==> config.mk <==
export PLATFORM = sky130hd
export DESIGN_NAME = sram_arbiter
export DESIGN_NICKNAME = d
export VERILOG_FILES = /design/src/rtl/sram_pkg.sv /design/src/rtl/sram_arbiter.sv
export SDC_FILE = /design/constraint.sdc
export NUM_CORES = 1
export LEC_CHECK = 0
export BUFFER_PORTS_ARGS = -buffer_cell sky130_fd_sc_hd__buf_2
export CORE_MARGIN = 5
export CORE_UTILIZATION = 46
export DETAILED_ROUTE_END_ITERATION = 6
export GPL_ROUTABILITY_DRIVEN = 0
export PLACE_DENSITY_LB_ADDON = 0.25
export REMOVE_ABC_BUFFERS = 1
export SETUP_SLACK_MARGIN = 0.5
export SYNTH_ARGS = -nofsm -noshare
export SYNTH_HDL_FRONTEND = slang
export SYNTH_SLANG_ARGS = --single-unit
==> constraint.sdc <==
create_clock -name clk -period 1.8 [get_ports clk]
set_input_delay 0.45 -clock clk [delete_from_list [all_inputs] [get_ports clk]]
set_output_delay 0.45 -clock clk [all_outputs]
set_load 0.01 [all_outputs]
==> src/rtl/sram_pkg.sv <==
// Shared SRAM bus widths and arbiter state encoding.
package sram_pkg;
  localparam int SRAM_AW = 17;
  localparam int SRAM_DW = 8;

  typedef enum logic [2:0] {
    ST_IDLE,
    ST_RD_ADDR,
    ST_RD_DATA,
    ST_WR_SETUP,
    ST_WR_PULSE,
    ST_WR_HOLD
  } state_t;
endpackage

==> src/rtl/sram_arbiter.sv <==
// Arbitrates one async SRAM between video reads and a write FIFO; reads win
// until STARVE_LIMIT consecutive reads have been granted over a pending write.
module sram_arbiter
  import sram_pkg::*;
#(
  parameter int STARVE_LIMIT = 4
) (
  input  logic               clk,
  input  logic               reset,
  input  logic [SRAM_AW-1:0] fifo_addr,
  input  logic [SRAM_DW-1:0] fifo_data,
  input  logic               fifo_empty,
  output logic               fifo_rd_en,
  input  logic               vid_req,
  input  logic [SRAM_AW-1:0] vid_addr,
  output logic               vid_ack,
  output logic [SRAM_DW-1:0] vid_data,
  output logic               vid_valid,
  output logic [SRAM_AW-1:0] sram_addr,
  output logic [SRAM_DW-1:0] sram_dq_out,
  output logic               sram_dq_oe,
  input  logic [SRAM_DW-1:0] sram_dq_in,
  output logic               sram_ce_n,
  output logic               sram_oe_n,
  output logic               sram_we_n,
  output logic               busy
);

  localparam int CW = (STARVE_LIMIT < 1) ? 1 : $clog2(STARVE_LIMIT + 1);
  localparam logic [CW-1:0] LIMIT = CW'(STARVE_LIMIT);

  state_t             state_q;
  logic [CW-1:0]      starve_q;
  logic [SRAM_AW-1:0] addr_q;
  logic [SRAM_DW-1:0] dout_q;
  logic [SRAM_DW-1:0] vdata_q;
  logic               dq_oe_q, ce_n_q, oe_n_q, we_n_q;
  logic               ack_q, vvalid_q;
  logic               rd_grant, wr_grant;

  // With LIMIT=0 the starve test never passes, so a pending write always wins.
  always_comb begin
    rd_grant = (state_q == ST_IDLE) && vid_req && (fifo_empty || (starve_q < LIMIT));
    wr_grant = (state_q == ST_IDLE) && !rd_grant && !fifo_empty;
  end

  assign fifo_rd_en  = wr_grant && !reset;
  assign busy        = (state_q != ST_IDLE);
  assign vid_ack     = ack_q;
  assign vid_data    = vdata_q;
  assign vid_valid   = vvalid_q;
  assign sram_addr   = addr_q;
  assign sram_dq_out = dout_q;
  assign sram_dq_oe  = dq_oe_q;
  assign sram_ce_n   = ce_n_q;
  assign sram_oe_n   = oe_n_q;
  assign sram_we_n   = we_n_q;

  always_ff @(posedge clk) begin
    if (reset) begin
      state_q  <= ST_IDLE;
      starve_q <= '0;
      addr_q   <= '0;
      dout_q   <= '0;
      vdata_q  <= '0;
      dq_oe_q  <= 1'b0;
      ce_n_q   <= 1'b1;
      oe_n_q   <= 1'b1;
      we_n_q   <= 1'b1;
      ack_q    <= 1'b0;
      vvalid_q <= 1'b0;
    end else begin
      ack_q    <= 1'b0;
      vvalid_q <= 1'b0;
      case (state_q)
        ST_IDLE: begin
          if (rd_grant) begin
            state_q <= ST_RD_ADDR;
            addr_q  <= vid_addr;
            ce_n_q  <= 1'b0;
            oe_n_q  <= 1'b0;
            we_n_q  <= 1'b1;
            dq_oe_q <= 1'b0;
            ack_q   <= 1'b1;
            if (!fifo_empty && (starve_q < LIMIT)) starve_q <= starve_q + CW'(1);
          end else if (wr_grant) begin
            state_q  <= ST_WR_SETUP;
            addr_q   <= fifo_addr;
            dout_q   <= fifo_data;
            dq_oe_q  <= 1'b1;
            ce_n_q   <= 1'b0;
            oe_n_q   <= 1'b1;
            we_n_q   <= 1'b1;
            starve_q <= '0;
          end
        end
        ST_RD_ADDR: state_q <= ST_RD_DATA;
        ST_RD_DATA: begin
          state_q  <= ST_IDLE;
          vdata_q  <= sram_dq_in;
          vvalid_q <= 1'b1;
          ce_n_q   <= 1'b1;
          oe_n_q   <= 1'b1;
        end
        ST_WR_SETUP: begin
          state_q <= ST_WR_PULSE;
          we_n_q  <= 1'b0;
        end
        ST_WR_PULSE: begin
          state_q <= ST_WR_HOLD;
          we_n_q  <= 1'b1;
        end
        ST_WR_HOLD: begin
          state_q <= ST_IDLE;
          ce_n_q  <= 1'b1;
          dq_oe_q <= 1'b0;
        end
        default: state_q <= ST_IDLE;
      endcase
    end
  end

endmodule
==> results.sh, run 1 <==
export IMPL_tns_ns=0
export IMPL_num_antenna_cells=0
export IMPL_drt_iter0_drc=79
export IMPL_p_leak_uw=0.00120
export IMPL_detail_route_wl_per_cell_um=14.0
export IMPL_tightest_slew_ns=0.403
export IMPL_vias=1906
export IMPL_ant_nets=0
export IMPL_arrival_ns=1.29
export IMPL_syn_avg_cell_area_um2=9.41
export IMPL_antenna_found_initial=0
export IMPL_die_x_um=76.2
export IMPL_synthFlopType="dfxtp_1"
export IMPL_synthXorXnorAreaFrac=0
export IMPL_die_area_um2=5800
export IMPL_async_flop_share=0
export IMPL_reg2reg_slack_ns=0.23
export IMPL_grt_max_degree=45
export IMPL_ys_types=31
export IMPL_hold_class="in2reg"
export IMPL_syn_cell_area_um2=2010
export IMPL_critical_path_required_ns=1.35
export IMPL_clkTransAtPathRegs_ns=0.08
export IMPL_fmax_mhz=575
export IMPL_synth_adder_area_share=0.00622
export IMPL_grt_pass1_wl_mm=8.52
export IMPL_htree_levels=2
export IMPL_path_max_fanout=2
export IMPL_criticalPathCategory="reg2out"
export IMPL_cts_made_buffers=5
export IMPL_seq_area_frac_synth=0.447
export IMPL_fin_crit_ns=1.74
export IMPL_synth_mux_area_frac=0.0398
export IMPL_drive_gt1_frac=0.408
export IMPL_std_cell_rows=24
export IMPL_setup_ws_ns=0.0614
export IMPL_layout_commonest_cell="buf_2"
export IMPL_hold_viol=0
export IMPL_synth_top_family_by_area="compound AO/OA/AOI/OAI gates"
export IMPL_vias_per_cell=5.25
export IMPL_vdd_ir_drop_max_mv=0.373
export IMPL_synthCells=214
export IMPL_root_buffer="clkbuf_8"
export IMPL_area_growth_syn_to_layout_pct=34.2
export IMPL_whs_ns=0.376
export IMPL_routed_wl_mm=5.09
export IMPL_worst_r2r_path_depth=8
export IMPL_numPortBuffers=94
export IMPL_synth_compound_area_frac=0.262
export IMPL_grt_usage=0.173
export IMPL_drc_errors=0
export IMPL_timing_rr_end="sram_dq_out[2]"
export IMPL_synth_simple_area_share=0.186
export IMPL_crit_end="fifo_rd_en"
export IMPL_power_density_nw_per_um2=836
export IMPL_period_share=0.966
export IMPL_synth_edf_count=0
export IMPL_skew_ns=0.00524
export IMPL_coreArea_um2=4290
export IMPL_cts_tree="built"
export IMPL_maxCapViolCount=0
export IMPL_hpwl_mm=3.64
export IMPL_ys_ff_latch=45
export IMPL_clockBufferDepth=2
export IMPL_num_nets_final=365
export IMPL_worstSetupStartpointType="flop"
export IMPL_slew_violations=0
export IMPL_die_h_um=76.2
export IMPL_p_total_uw=2260
export IMPL_dp_worst_setup_slack_ns=0.201
export IMPL_r2r_start="state_q[1]"
export IMPL_startpoint="state_q[1]"
export IMPL_final_cell_mix="buf_2, dfxtp_1, nand2b_1"
export IMPL_grt_overflow=0
export IMPL_timing_final_setup_violations=0
export IMPL_firstDrtPassIters=5
export IMPL_rsz0062_at_grt="true"
export IMPL_start_util=0.469
export IMPL_numClockSinks=45
export IMPL_grt_pass1_vias=1854
export IMPL_ys_warn_count=0
export IMPL_status="complete, no violations"
export IMPL_clkLatencyLatePin_ns=0.29
export IMPL_ioPinCount=95
export IMPL_relSlewSlack=0.732
export IMPL_endpoint_kind="primary output"
[metal layers]
layer,vias up,global-route usage,share of wire
li1,977,-,-
met1,849,0.222,0.45
met2,76,0.283,0.47
met3,4,0.0520,0.079
met4,0,0.0420,0.0053
met5,-,0,0
[worst min path at each step]
stage,startpoint,end,slack (ns),cells after the start
floorplan,starve_q[1],starve_q[1],0.45,2
global placement,vid_data[2],vid_data[2],0.45,1
detailed placement,vid_data[3],vid_data[3],0.45,1
CTS,sram_dq_in[2],vid_data[2],0.36,2
global route,sram_dq_in[3],vid_data[3],0.36,2
finish,sram_dq_in[2],vid_data[2],0.38,2
[cell type report]
type / instances / area [µm²]
inverter: 2 / 7.51
fill: 369 / 1590
timing repair buffer: 112 / 623
sequential: 45 / 902
multi-input combinational: 144 / 1020
clock inverter: 2 / 10.0
clock buffer: 6 / 72.6
tap: 52 / 65.1
[critical path: stages (launching register included)]
cell	delay, ns
dfxtp_2	0.34
nor3_4	0.20
inv_2	0.07
nor4_2	0.22
buf_2	0.17
[synthesized netlist by cell type (all sizes together) (2+ instances only)]
master | n | area share
a22o | 8 | 0.035
nor3 | 3 | 0.016
o21ai | 7 | 0.017
nor2b | 4 | 0.012
nand2 | 2 | 0.0037
nand2b | 34 | 0.11
a21oi | 24 | 0.060
o32ai | 17 | 0.074
a211oi | 17 | 0.063
nor2 | 5 | 0.0093
nor4 | 4 | 0.016
mux2i | 8 | 0.040
buf | 10 | 0.030
dfxtp | 45 | 0.45
inv | 2 | 0.0037
clkbuf | 13 | 0.024
nand3 | 2 | 0.0050
nand3b | 2 | 0.0075
[where the power goes]
part           internal [µW]  leakage (µW)  switching [µW]  total (µW)
Sequential              1080      0.000370            48.2        1130
Combinational            256      0.000789             281         538
Clock                    269     0.0000450             321         590
Total                   1610       0.00120             651        2260
[metrics by stage]
| step | area (µm²) | std cells | util |
|---|---|---|---|
| 5_1_grt | 2700 | 363 | 0.629 |
| 6_report | 2700 | 363 | 0.629 |
| 4_1_cts | 2670 | 361 | 0.622 |
| 2_1_floorplan | 1900 | 191 | - |
| 3_3_place_gp | 2540 | 351 | 0.592 |
| 3_5_place_dp | 2540 | 351 | 0.592 |
[sequential cells by signal, summed over array words and instances, names as in the netlist]
register and flops:
sram_we_n 1, vid_valid 1, vid_data 8, vid_ack 1, sram_oe_n 1, sram_dq_oe 1, sram_dq_out 8, sram_addr 17
starve_q 3, state_q 3, sram_ce_n 1
[what timing repair did]
| action | 4_1_cts | 5_1_grt |
|---|---|---|
| setup endpoints to repair | 18 | 31 |
| cloned | 1 | 0 |
| hold buffers | 0 | 0 |
| resized for setup | 7 | 3 |
| pin swaps | 2 | 3 |
| setup buffers | 1 | 2 |
[cells by family (layout without fill, tap and decap cells)]
| kind of cell | Yosys count | in the layout |
|---|---|---|
| compound gates | 76 | 76 |
| buf+inv | 25 | 122 |
| simple gates | 59 | 59 |
| mux | 8 | 8 |
| flops | 45 | 45 |
| fa+ha+maj | 1 | 1 |
Power figures use the tool's default switching activity.
==> run 2, diff against run 1 <==
--- a/config.mk
+++ b/config.mk
@@ -13,5 +13,5 @@
 export PLACE_DENSITY_LB_ADDON = 0.25
 export REMOVE_ABC_BUFFERS = 1
-export SETUP_SLACK_MARGIN = 0.5
+export SETUP_SLACK_MARGIN = 0.1
 export SYNTH_ARGS = -nofsm -noshare
 export SYNTH_HDL_FRONTEND = slang
==> constraint.sdc (replaced) <==
create_clock -name clk -period 1.8 [get_ports clk]
set_input_delay 0.27 -clock clk [delete_from_list [all_inputs] [get_ports clk]]
set_output_delay 0.27 -clock clk [all_outputs]
set_load 0.01 [all_outputs]
==> run 2 against run 1 <==
Against the previous run:
- combinational power is 7.8% lower
- sequential cell count unchanged
- clock-buffer cell count down 1
- sequential power about the same
- sequential share of layout area grew 0.70 points
- clock power increased by 28%
- critical path depth unchanged
- via count is 0.63% lower
==> results.sh, run 2 (same netlist as run 1, synthesis figures left out) <==
export IMPL_status="complete, no violations"
export IMPL_grt_usage=0.171
export IMPL_endpoint_kind="primary output"
export IMPL_layout_commonest_cell="buf_2"
export IMPL_multi_input_area_um2=1000
export IMPL_antenna_found_initial=0
export IMPL_clkTransAtPathRegs_ns=0.09
export IMPL_worstSetupStartpointType="flop"
export IMPL_skew_ns=0.00643
export IMPL_grt_overflow=0
export IMPL_numPortBuffers=94
export IMPL_die_area_um2=5800
export IMPL_die_x_um=76.2
export IMPL_vias=1894
export IMPL_htree_levels=2
export IMPL_vias_per_cell=5.28
export IMPL_ant_nets=0
export IMPL_coreArea_um2=4290
export IMPL_hpwl_mm=3.71
export IMPL_start_util=0.469
export IMPL_cts_made_buffers=5
export IMPL_path_max_fanout=12
export IMPL_drive_gt1_frac=0.407
export IMPL_tns_ns=0
export IMPL_ioPinCount=95
export IMPL_relSlewSlack=0.655
export IMPL_vdd_ir_drop_max_mv=0.409
export IMPL_root_buffer="clkbuf_8"
export IMPL_routed_wl_mm=5.09
export IMPL_slew_violations=0
export IMPL_tightest_slew_ns=0.512
export IMPL_final_cell_mix="buf_2, dfxtp_1, nand2b_1"
export IMPL_arrival_ns=1.29
export IMPL_detail_route_wl_per_cell_um=14.2
export IMPL_area_growth_syn_to_layout_pct=32.9
export IMPL_die_h_um=76.2
export IMPL_ctsHoldBuffers=0
export IMPL_maxCapViolCount=0
export IMPL_grt_pass1_wl_mm=8.54
export IMPL_num_antenna_cells=0
export IMPL_min_from="sram_dq_in[2]"
export IMPL_hold_viol=0
export IMPL_largest_register_ffs=17
export IMPL_wl_met3_um=438
export IMPL_num_nets_final=361
export IMPL_fin_crit_ns=1.56
export IMPL_firstDrtPassIters=4
export IMPL_power_density_nw_per_um2=895
export IMPL_final_util=0.623
export IMPL_fmax_mhz=641
export IMPL_timing_final_setup_violations=0
export IMPL_p_leak_uw=0.00118
export IMPL_cts_tree="built"
export IMPL_grt_pass1_vias=1906
export IMPL_clkLatencyLatePin_ns=0.30
export IMPL_drc_errors=0
export IMPL_critical_path_required_ns=1.53
export IMPL_wirelength_met1_mm=2.27
export IMPL_period_share=0.866
export IMPL_startpoint="starve_q[2]"
export IMPL_drt_iter0_drc=75
export IMPL_routed_top_layer="met4"
export IMPL_dr_wl_met2_mm=2.30
export IMPL_seq_area_um2=912
export IMPL_std_cell_rows=24
export IMPL_hold_class="in2reg"
export IMPL_rsz0062_at_grt="false"
export IMPL_numClockSinks=45
export IMPL_criticalPathCategory="reg2out"
export IMPL_nFillCells=368
export IMPL_r2r_start="state_q[1]"
export IMPL_clockBufferDepth=2
export IMPL_grt_max_degree=36
run 2: cell count changes in the layout (fill, tap and decap cells not counted), moves of 2 or more:
cell	before	now
dfxtp_4	0	3
dfxtp_1	44	42
clkinv_2	2	0
buf_6	4	0
run 2: through the flow:
step | setup slack [ns] | power [µW] | area (µm²) | std cells | hold WS [ns]
6_report | 0.241 | 2390 | 2680 | 359 | 0.187
3_5_place_dp | 0.332 | 1650 | 2530 | 349 | 0.451
2_1_floorplan | -0.481 | 1410 | 1900 | 191 | 0.339
3_3_place_gp | 0.416 | 1640 | 2530 | 349 | 0.451
5_1_grt | 0.131 | 2520 | 2680 | 359 | 0.187
4_1_cts | 0.101 | 2400 | 2650 | 357 | 0.184
run 2: repair_timing:
item	CTS	global route
endpoints found under the setup margin	1	1
pin swaps	0	2
resized for setup	2	5
buffers inserted	0	2
run 2: report_power, final:
part | internal (µW) | switching, µW | leakage, µW
clock network | 415 | 343 | 0.0000543
registers | 1080 | 57.2 | 0.000372
logic | 234 | 262 | 0.000758
total | 1730 | 663 | 0.00118
run 2: layout make-up:
type | instances | area share
clock inverter | 3 | 0.0173
sequential | 45 | 0.341
tap | 52 | 0.0243
timing repair buffer | 108 | 0.215
clock buffer | 5 | 0.0257
multi-input combinational | 144 | 0.374
inverter | 2 | 0.00281
run 2: routing by layer:
layer  global-route usage  vias up
li1                     -      972
met5                    0        -
met4               0.0524        0
met3               0.0662       11
met1                0.199      834
met2                0.289       77
run 2: critical path: stages (launching register included):
cell and delay, ns:
dfxtp_1 0.36, nor2b_1 0.07, buf_4 0.19, nor4_2 0.21, buf_2 0.17
run 2: final timing paths:
check	end	slack, ns	cells past startpoint
worst min-delay path	vid_data[2]	0.19	2
worst min register to register	vid_data[1]	0.48	1
worst max register to register	sram_dq_out[7]	0.34	6
worst max-delay path	fifo_rd_en	0.24	4
